**src/rtl/modexp_pkg.sv**
```systemverilog
// Shared definitions for the modular-exponentiation accelerator:
// register map, status/control bit positions and exponent FSM states.
package modexp_pkg;

    localparam logic [3:0] ADDR_CTRL   = 4'd0;
    localparam logic [3:0] ADDR_STATUS = 4'd1;
    localparam logic [3:0] ADDR_BASE   = 4'd2;
    localparam logic [3:0] ADDR_EXP    = 4'd3;
    localparam logic [3:0] ADDR_MOD    = 4'd4;
    localparam logic [3:0] ADDR_RESULT = 4'd5;
    localparam logic [3:0] ADDR_CYCLES = 4'd6;

    localparam int CTRL_START = 0;
    localparam int CTRL_IE    = 1;

    localparam int ST_BUSY = 0;
    localparam int ST_DONE = 1;
    localparam int ST_ERR  = 2;

    typedef enum logic [2:0] {
        S_IDLE,
        S_REDUCE,
        S_MUL,
        S_SQR,
        S_FIN
    } state_t;

endpackage

```
**src/rtl/modexp_accelerator_modmul.sv**
```systemverilog
// Serial interleaved modular multiplier: p = a*b mod m, MSB-first over a.
// One op = issue cycle, W bit cycles, then a one-cycle done pulse with p valid.
// m = 0 selects plain W-bit arithmetic (reduction modulo 2^W).
module modmul_serial #(
    parameter int W = 32
) (
    input  logic         clk,
    input  logic         reset,
    input  logic         start,
    input  logic [W-1:0] a,
    input  logic [W-1:0] b,
    input  logic [W-1:0] m,
    output logic [W-1:0] p,
    output logic         done
);

    localparam int CW = $clog2(W + 1);

    logic [W-1:0]  acc_q, acc_d;
    logic [W-1:0]  a_q, a_d;
    logic [W-1:0]  b_q, b_d;
    logic [W-1:0]  m_q, m_d;
    logic [CW-1:0] cnt_q, cnt_d;
    logic          run_q, run_d;
    logic          done_q, done_d;

    logic [W:0] dbl, dbl_r, sum, sum_r;
    logic       m_zero;

    // One bit step: double and reduce, then conditionally add b and reduce.
    always_comb begin
        acc_d  = acc_q;
        a_d    = a_q;
        b_d    = b_q;
        m_d    = m_q;
        cnt_d  = cnt_q;
        run_d  = run_q;
        done_d = 1'b0;

        m_zero = (m_q == '0);
        dbl    = {acc_q, 1'b0};
        if (m_zero)
            dbl_r = {1'b0, dbl[W-1:0]};
        else if (dbl >= {1'b0, m_q})
            dbl_r = dbl - {1'b0, m_q};
        else
            dbl_r = dbl;

        sum = dbl_r + (a_q[W-1] ? {1'b0, b_q} : '0);
        if (m_zero)
            sum_r = {1'b0, sum[W-1:0]};
        else if (sum >= {1'b0, m_q})
            sum_r = sum - {1'b0, m_q};
        else
            sum_r = sum;

        if (start) begin
            acc_d = '0;
            a_d   = a;
            b_d   = b;
            m_d   = m;
            cnt_d = CW'(W);
            run_d = 1'b1;
        end else if (run_q) begin
            acc_d = sum_r[W-1:0];
            a_d   = {a_q[W-2:0], 1'b0};
            cnt_d = cnt_q - CW'(1);
            if (cnt_q == CW'(1)) begin
                run_d  = 1'b0;
                done_d = 1'b1;
            end
        end
    end

    // State registers; reset clears the whole datapath.
    always_ff @(posedge clk or posedge reset) begin
        if (reset) begin
            acc_q  <= '0;
            a_q    <= '0;
            b_q    <= '0;
            m_q    <= '0;
            cnt_q  <= '0;
            run_q  <= 1'b0;
            done_q <= 1'b0;
        end else begin
            acc_q  <= acc_d;
            a_q    <= a_d;
            b_q    <= b_d;
            m_q    <= m_d;
            cnt_q  <= cnt_d;
            run_q  <= run_d;
            done_q <= done_d;
        end
    end

    assign p    = acc_q;
    assign done = done_q;

endmodule

```
**src/rtl/modexp_accelerator.sv**
```systemverilog
// Memory-mapped modular exponentiation engine (right-to-left square-and-multiply).
// Holds the bus decode, register file, exponent FSM and busy-cycle counter.
module modexp_accelerator
    import modexp_pkg::*;
#(
    parameter int W     = 32,
    parameter int CNT_W = 32
) (
    input  logic        clk,
    input  logic        reset,
    input  logic [3:0]  address,
    input  logic        read,
    output logic [31:0] readdata,
    input  logic        write,
    input  logic [31:0] writedata,
    output logic        irq
);

    state_t state_q, state_d;
    logic   issued_q, issued_d;
    logic   ie_q, ie_d;
    logic   busy_q, busy_d;
    logic   done_q, done_d;
    logic   err_q, err_d;

    logic [W-1:0]     base_q, base_d;
    logic [W-1:0]     exp_q, exp_d;
    logic [W-1:0]     mod_q, mod_d;
    logic [W-1:0]     result_q, result_d;
    logic [CNT_W-1:0] cycles_q, cycles_d;

    logic [W-1:0] b_q, b_d;
    logic [W-1:0] e_q, e_d;
    logic [W-1:0] m_q, m_d;
    logic [W-1:0] r_q, r_d;

    logic [31:0] rdata_q, rdata_d;

    logic         mul_start, mul_done;
    logic [W-1:0] mul_a, mul_b, mul_p;
    logic         start_req;
    logic [31:0]  status_v, ctrl_v;

    modmul_serial #(.W(W)) u_mul (
        .clk   (clk),
        .reset (reset),
        .start (mul_start),
        .a     (mul_a),
        .b     (mul_b),
        .m     (m_q),
        .p     (mul_p),
        .done  (mul_done)
    );

    // Bus writes, cycle counter, exponent FSM and registered read mux.
    always_comb begin
        state_d   = state_q;
        issued_d  = issued_q;
        ie_d      = ie_q;
        busy_d    = busy_q;
        done_d    = done_q;
        err_d     = err_q;
        base_d    = base_q;
        exp_d     = exp_q;
        mod_d     = mod_q;
        result_d  = result_q;
        cycles_d  = cycles_q;
        b_d       = b_q;
        e_d       = e_q;
        m_d       = m_q;
        r_d       = r_q;
        rdata_d   = rdata_q;
        mul_start = 1'b0;
        mul_a     = r_q;
        mul_b     = b_q;
        start_req = 1'b0;

        // Operand and start writes are refused while a run is in flight.
        if (write) begin
            case (address)
                ADDR_CTRL: begin
                    ie_d = writedata[CTRL_IE];
                    if (writedata[CTRL_START]) begin
                        if (busy_q) err_d = 1'b1;
                        else        start_req = 1'b1;
                    end
                end
                ADDR_STATUS: begin
                    if (writedata[ST_DONE]) done_d = 1'b0;
                    if (writedata[ST_ERR])  err_d  = 1'b0;
                end
                ADDR_BASE: if (busy_q) err_d = 1'b1; else base_d = writedata[W-1:0];
                ADDR_EXP:  if (busy_q) err_d = 1'b1; else exp_d  = writedata[W-1:0];
                ADDR_MOD:  if (busy_q) err_d = 1'b1; else mod_d  = writedata[W-1:0];
                default: ;
            endcase
        end

        if (busy_q && (cycles_q != {CNT_W{1'b1}}))
            cycles_d = cycles_q + CNT_W'(1);

        case (state_q)
            S_IDLE: begin
                if (start_req) begin
                    b_d      = base_q;
                    e_d      = exp_q;
                    m_d      = mod_q;
                    r_d      = (mod_q == W'(1)) ? '0 : W'(1);
                    done_d   = 1'b0;
                    cycles_d = '0;
                    busy_d   = 1'b1;
                    issued_d = 1'b0;
                    state_d  = (exp_q == '0) ? S_FIN : S_REDUCE;
                end
            end
            S_REDUCE: begin
                mul_a = b_q;
                mul_b = W'(1);
                if (!issued_q) begin
                    mul_start = 1'b1;
                    issued_d  = 1'b1;
                end else if (mul_done) begin
                    issued_d = 1'b0;
                    b_d      = mul_p;
                    state_d  = e_q[0] ? S_MUL : S_SQR;
                end
            end
            S_MUL: begin
                mul_a = r_q;
                mul_b = b_q;
                if (!issued_q) begin
                    mul_start = 1'b1;
                    issued_d  = 1'b1;
                end else if (mul_done) begin
                    issued_d = 1'b0;
                    r_d      = mul_p;
                    state_d  = (e_q[W-1:1] != '0) ? S_SQR : S_FIN;
                end
            end
            S_SQR: begin
                mul_a = b_q;
                mul_b = b_q;
                if (!issued_q) begin
                    mul_start = 1'b1;
                    issued_d  = 1'b1;
                end else if (mul_done) begin
                    issued_d = 1'b0;
                    b_d      = mul_p;
                    e_d      = e_q >> 1;
                    state_d  = e_q[1] ? S_MUL : S_SQR;
                end
            end
            S_FIN: begin
                result_d = r_q;
                busy_d   = 1'b0;
                done_d   = 1'b1;
                state_d  = S_IDLE;
            end
            default: state_d = S_IDLE;
        endcase

        status_v          = '0;
        status_v[ST_BUSY] = busy_q;
        status_v[ST_DONE] = done_q;
        status_v[ST_ERR]  = err_q;
        ctrl_v            = '0;
        ctrl_v[CTRL_IE]   = ie_q;

        // Reads sample the pre-write register values.
        if (read) begin
            case (address)
                ADDR_CTRL:   rdata_d = ctrl_v;
                ADDR_STATUS: rdata_d = status_v;
                ADDR_BASE:   rdata_d = 32'(base_q);
                ADDR_EXP:    rdata_d = 32'(exp_q);
                ADDR_MOD:    rdata_d = 32'(mod_q);
                ADDR_RESULT: rdata_d = 32'(result_q);
                ADDR_CYCLES: rdata_d = 32'(cycles_q);
                default:     rdata_d = '0;
            endcase
        end
    end

    // All state registers; reset aborts any run and clears everything.
    always_ff @(posedge clk or posedge reset) begin
        if (reset) begin
            state_q  <= S_IDLE;
            issued_q <= 1'b0;
            ie_q     <= 1'b0;
            busy_q   <= 1'b0;
            done_q   <= 1'b0;
            err_q    <= 1'b0;
            base_q   <= '0;
            exp_q    <= '0;
            mod_q    <= '0;
            result_q <= '0;
            cycles_q <= '0;
            b_q      <= '0;
            e_q      <= '0;
            m_q      <= '0;
            r_q      <= '0;
            rdata_q  <= '0;
        end else begin
            state_q  <= state_d;
            issued_q <= issued_d;
            ie_q     <= ie_d;
            busy_q   <= busy_d;
            done_q   <= done_d;
            err_q    <= err_d;
            base_q   <= base_d;
            exp_q    <= exp_d;
            mod_q    <= mod_d;
            result_q <= result_d;
            cycles_q <= cycles_d;
            b_q      <= b_d;
            e_q      <= e_d;
            m_q      <= m_d;
            r_q      <= r_d;
            rdata_q  <= rdata_d;
        end
    end

    assign readdata = rdata_q;
    assign irq      = done_q & ie_q;

endmodule

```
**config.mk**
```make
export PLATFORM = sky130hd
export DESIGN_NAME = modexp_accelerator
export DESIGN_NICKNAME = d
export VERILOG_FILES = /design/src/rtl/modexp_pkg.sv /design/src/rtl/modexp_accelerator_modmul.sv /design/src/rtl/modexp_accelerator.sv
export SDC_FILE = /design/constraint.sdc
export NUM_CORES = 1
export LEC_CHECK = 0
export BUFFER_PORTS_ARGS = -buffer_cell sky130_fd_sc_hd__buf_2
export CORE_MARGIN = 2
export CORE_UTILIZATION = 30
export DETAILED_ROUTE_END_ITERATION = 16
export GPL_TIMING_DRIVEN = 0
export PLACE_DENSITY = 0.55
export SETUP_SLACK_MARGIN = 0.15
export SYNTH_ARGS = -nofsm -noshare
export SYNTH_HDL_FRONTEND = slang
export SYNTH_SLANG_ARGS = --single-unit
```
**constraint.sdc**
```tcl
create_clock -name clk -period 38.5 [get_ports clk]
set_input_delay 3.85 -clock clk [delete_from_list [all_inputs] [get_ports clk]]
set_output_delay 3.85 -clock clk [all_outputs]
set_load 0.02 [all_outputs]
```
Word level (Yosys, flattened, before mapping). Index checks and enable logic that the tools add are counted.

Flip-flop bits (word level): 464. Input port bits: 40. Word-level logic and storage cells: 151.

Add/sub/neg operators: 5. Magnitude comparators: 2. Equality and inequality tests: 24. Multiplexer cells: 67. Bitwise gates (word level): 2. Reductions and logical operators: 28.

Operator list (number): 32-bit 2-to-1 mux (19); 32-bit one-hot mux with 7 select lines (1); 32-bit one-hot mux with 2 select lines (3); 33-bit by 32-bit greater-or-equal comparator with 1-bit output (2); 33-bit 2-to-1 mux (2); 32-bit zero test (2); 33-bit by 32-bit adder with 33-bit output (1); 33-bit by 32-bit subtractor with 33-bit output (1); 32-bit by 1-bit adder with 32-bit output (second input constant) (1); 32-bit by 1-bit == test with 1-bit output (second input constant) (1); 32-bit != test (second input constant) (1); 32-bit subtractor (1); 31-bit nonzero test (1); 3-bit 2-to-1 mux (9); 1-bit 2-to-1 mux (26); 4-bit AND reduction (4); 4-bit by 3-bit == test with 1-bit output (second input constant) (3); 6-bit 2-to-1 mux (2); 2-bit != test (second input constant) (6); 3-bit one-hot mux with 4 select lines (1); 2-bit nonzero test (6); 2-bit by 1-bit != test with 1-bit output (second input constant) (5); 3-bit AND reduction (3); 4-bit by 2-bit == test with 1-bit output (second input constant) (2); 18 further kinds (25).

Logic depth before layout (Yosys ltp).
Depth in word-level cells: 9. Gate-level depth with buffers: 37. Gate-level depth less buffers: 35.

By module. A second synthesis with hierarchy kept.

Cells, all modules: 2841. Area, all modules: 26600.5 um2.

By module, submodules not included: modexp_accelerator (instances 1, cells an instance 1486, area each 15237.1 um2, sequential area each 8207.9 um2); modmul_serial (instances 1, cells an instance 1355, area each 11363.4 um2, sequential area each 3403.3 um2).

Worst setup path after synthesis. Ideal clock, no wire load.

Path type: register to register. From: reg u_mul.acc_q[7], in the netlist u_mul.p[7]. To: reg u_mul.acc_q[0], in the netlist u_mul.p[0]. Library setup time: 0.077 ns. Data arrival time: 7.170 ns. Required time: 38.423 ns. Path slack: 31.253 ns. Stages on the path, launching flop included: 35. Buffers on the path: 2. Period minus slack after synthesis: 7.247 ns. Path through: dfrtp_1 -> ha_1 -> o21a_1 -> nor2_1 -> nor4_1 -> a211oi_1 -> a21boi_0 -> o21ai_0 -> and2_1 -> nor2_1 -> buf_2 -> mux2_2 -> ha_1 -> a21o_1 -> a21o_1 -> a21oi_1 -> o311ai_2 -> o31ai_1 -> a2bb2oi_1 -> inv_1 -> a31oi_1 -> xnor2_1 -> ha_1 -> nand4_1 -> inv_1 -> a21oi_1 -> o311a_1 -> nand2_1 -> a311o_1 -> a31oi_1 -> o21ai_0 -> o21ai_1 -> buf_4 -> mux2_1 -> a21oi_1.

Cells in the longest elaborated chain, start to end: 9. Elaborated cells on any way between the ends: 11. Those cells by class: add/sub (3); order compare (2); mux (6).

Ends and longest elaborated chain: from (decl) (line modexp_accelerator_modmul.sv:19) `logic [W-1:0] acc_q, acc_d;`; from (signal assigned) (line modexp_accelerator_modmul.sv:78) `acc_q <= '0;`; from (signal assigned) (line modexp_accelerator_modmul.sv:86) `acc_q <= acc_d;`; 33-bit by 32-bit subtractor with 33-bit output / 33-bit by 32-bit greater-or-equal comparator with 1-bit output (equally long branches) (line modexp_accelerator_modmul.sv:45, modexp_accelerator_modmul.sv:44); 33-bit 2-to-1 mux (line modexp_accelerator_modmul.sv:44) `else if (dbl >= {1'b0, m_q})`; 33-bit 2-to-1 mux (*) (line modexp_accelerator_modmul.sv:42) `if (m_zero)`; 33-bit by 32-bit adder with 33-bit output (*) (line modexp_accelerator_modmul.sv:49) `sum = dbl_r + (a_q[W-1] ? {1'b0, b_q} : '0);`; 33-bit by 32-bit greater-or-equal comparator with 1-bit output / 32-bit subtractor (equally long branches) (line modexp_accelerator_modmul.sv:52, modexp_accelerator_modmul.sv:53); 32-bit 2-to-1 mux (line modexp_accelerator_modmul.sv:52) `else if (sum >= {1'b0, m_q})`; 32-bit 2-to-1 mux (*) (line modexp_accelerator_modmul.sv:50) `if (m_zero)`; 32-bit 2-to-1 mux (*) (line modexp_accelerator_modmul.sv:64) `end else if (run_q) begin`; 32-bit 2-to-1 mux (*) (line modexp_accelerator_modmul.sv:57) `if (start) begin`.

Mark *: on every way between the ends. The rest lies on a longest branch, timed or not. The select of a mux whose other input is x is not followed. A chain may end at the register's enable or synchronous reset.

Final worst setup path. Ends and elaborated chain as after synthesis.

==> run metrics <==
status=completed; slew at the pin closest to its max-slew limit=about 1.4 ns; Core Area=approximately 0.085 mm^2; area leader, netlist=dfrtp_1; all-layer global routing usage=between 10% and 20%; Worst-Skew Late Latency=0.62 ns; HPWL after detailed placement=around 65000 um; first-pass GRT wire length=125000 um; initial antenna violation count=0; Critical Path Fanout Max=10; per-cell routed wire length=a little over 20 um; CTS resizes=0; Post-Syn Area=approximately 0.026 mm^2; critical path arrival=about 10 ns; die width=around 300 um; CTS buffer count=50; largest net degree at the start of global routing=128; CTS Sinks=between 400 and 500; DR vias/cell=slightly above 5; endpoints failing hold=0; Std-Cell Rows=between 100 and 150; fmax=~100 MHz; Worst Setup Start Kind=flip-flop; TritonCTS clock tree=done; EDFF count, synth=0; drt drc=0; fin crit share=~26%; Yosys warnings=0; Syn-to-layout area delta=14.4%; die footprint=0.0881 mm^2; fin util=34.6%; CTS root buffer=clkbuf_16; Hold Crit Class=reg2reg; post-route ant nets=0; Final Max Tran Viols=0; Worst path slowest cell=nor2_1; Pre-antenna DRT Iters=9; post-synth top area share=a little under half; Area contributors post-synth=dfrtp_1, mux2_2, nand2_1; layout cell share with drive strength beyond 1=between 10% and 20%; Routability Congestion=roughly 0.92; max cap viols=0; n_diodes=0; CTS Buffer Depth=3; WL final=approximately 81000 um; clk slew on worst S/H paths=~0.06 ns; syn nets=2832; IO Port Bufs=slightly above 70; CP Capture Type=flip-flop; # setup viols final=0; CP most frequent cell=o21ai_0; vias in the first global route=between 20000 and 25000; Syn Inst Count=approximately 2700; peak per-stage delay on the critical path=~0.70 ns; Die H=approximately 300 um; Final #Nets=roughly 3000; Setup Fix Bufs, Post-CTS=0; ys async rst share=between 90% and 100%; via count=20500; fin crit period=9.90 ns; unrepaired setup endpoints after global routing=false; Initial Util=30.3%; Avg Cell Area, Syn=approximately 9.6 um^2; Seq/Total Area, Yosys=between 40% and 50%; Top FF cell, synth=dfrtp_1; Detailed Route Iter0 Violations=approximately 1300; total global routing overflow=0; setup TNS=0 ns; slew margin rel.=roughly 7.5%; synthesized flop and latch total=about 460; required time worst endpoint=a little under 40 ns; Synth cell types=between 70 and 80; worst path bufs/invs=3; H-tree depth=2; Top Family by Delay on Critical Path=compound AO/OA/AOI/OAI gates; Post-CTS Hold Fix Bufs=0; # IOs=73; Clock Skews=about 0.028 ns; Setup CP Type=reg2reg
logic make-up (layout without fill, tap and decap cells):
| family | count (synthesis) | after routing | share of synthesized area (%) |
|---|---|---|---|
| AND/OR/NAND/NOR | 830 | 830 | 14.7 |
| AO/OA/AOI/OAI | 688 | 688 | 17.0 |
| flip-flops | 464 | 464 | 45.1 |
| multiplexers | 245 | 245 | 10.4 |
| buffers and inverters | 244 | 414 | 3.72 |
| XOR/XNOR | 117 | 117 | 3.98 |
| adder cells (fa/ha/maj) | 102 | 102 | 5.05 |
cells in the mapped netlist (4+ instances only):
library cell  count
a211o_1          10
a211oi_1         39
a21boi_0          5
a21o_1           79
a21oi_1         152
a221oi_1          6
a222oi_1         30
a22oi_1          35
a31o_2            4
a31oi_1          77
and2_1           41
and3_1           21
and4_1            5
buf_1            24
clkbuf_1        119
dfrtp_1         464
ha_1             99
inv_1            95
mux2_2          187
mux2i_1          57
nand2_1         367
nand2b_1         14
nand3_1          70
nand4_1          23
nor2_1          165
nor2b_1          47
nor3_1           22
nor4_1           36
o211ai_1          6
o21a_1           16
o21ai_0         184
o21bai_1          7
o22ai_1           9
or3_1             7
xnor2_1          63
xor2_1           54
per-layer routing:
metal	GRT usage [%]	up-vias	part of all wire, %
met3	1.88	122	3.9
li1	-	9903	-
met4	6.30	0	3.5
met5	0	-	0
met2	30.6	487	47
met1	24.3	9941	45
tightest hold or removal path, cell delays in order (launching register included):
cell and delay (ns):
dfrtp_1 0.33, nand2_1 0.05, nand2_1 0.05
layout make-up:
| cell class | count | area, um^2 |
|---|---|---|
| plain buffers | 149 | 601 |
| clock buffers | 67 | 1400 |
| clock inverters | 26 | 389 |
| fillers | 8756 | 55600 |
| inverters | 95 | 364 |
| multi-input cells | 1982 | 13200 |
| flip-flops and latches | 464 | 11600 |
| well taps | 1144 | 1430 |
| repair buffers | 77 | 482 |
sequential cells by signal, indices dropped and copies added, names as in the netlist, 3 cells and up:
signal,count
e_q,32
cycles_q,32
r_q,32
u_mul.b_q,32
u_mul.m_q,32
b_q,32
mod_q,32
result_q,32
u_mul.a_q,32
readdata,32
exp_q,32
u_mul.p,32
m_q,32
base_q,32
state_q,3
u_mul.cnt_q,6
per-stage QoR:
| step | instances | cell area (um^2) | setup WS [ns] | hold WS, ns |
|---|---|---|---|---|
| 6_report | 4004 | 29400 | 28.60 | 0.457 |
| 5_1_grt | 4004 | 29400 | 27.94 | 0.481 |
| 4_1_cts | 4004 | 29400 | 28.61 | 0.461 |
| 3_5_place_dp | 3911 | 27700 | 28.65 | 0.449 |
| 3_3_place_gp | 3906 | 27500 | 15.97 | 0.444 |
| 2_1_floorplan | 2690 | 25700 | 21.71 | 0.430 |
placed cells by master (no fill, tap or decap), types with 7 or more instances in the layout:
| master | count |
|---|---|
| a211oi_1 | 39 |
| buf_1 | 24 |
| clkinv_2 | 7 |
| clkbuf_1 | 129 |
| a31oi_1 | 77 |
| bufinv_16 | 7 |
| o21a_1 | 16 |
| inv_1 | 94 |
| a222oi_1 | 30 |
| o21ai_0 | 184 |
| nand4_1 | 23 |
| mux2i_1 | 57 |
| a211o_1 | 10 |
| ha_1 | 99 |
| a21oi_1 | 152 |
| nand2b_1 | 14 |
| o22ai_1 | 9 |
| nor3_1 | 21 |
| xnor2_1 | 63 |
| or3_1 | 7 |
| xor2_1 | 54 |
| mux2_2 | 187 |
| and3_1 | 21 |
| nor4_1 | 36 |
| o21bai_1 | 7 |
| a22oi_1 | 35 |
| clkbuf_16 | 51 |
| buf_2 | 74 |
| and2_1 | 41 |
| a21o_1 | 79 |
| dfrtp_1 | 464 |
| nor2b_1 | 47 |
| nand3_1 | 70 |
| nand2_1 | 367 |
| nor2_1 | 165 |
worst paths after layout:
kind | start | end | slack, ns | cells after the start
min | u_mul.b_q[29]$_DFFE_PP0P_ | u_mul.b_q[29]$_DFFE_PP0P_ | 0.46 | 2
min reg2reg | u_mul.b_q[29]$_DFFE_PP0P_ | u_mul.b_q[29]$_DFFE_PP0P_ | 0.46 | 2
max reg2reg | u_mul.p[7]$_DFFE_PP0P_ | u_mul.p[0]$_DFFE_PP0P_ | 28.60 | 32
max in group asynchronous | reset | u_mul.m_q[26]$_DFFE_PP0P_ | 33.69 | 4
min in group asynchronous | reset | mod_q[2]$_DFFE_PP0P_ | 3.30 | 2
max | u_mul.p[7]$_DFFE_PP0P_ | u_mul.p[0]$_DFFE_PP0P_ | 28.60 | 32
Power is not shown: default switching activity piles up to over one toggle a cycle in this logic, so the estimate is an artifact.
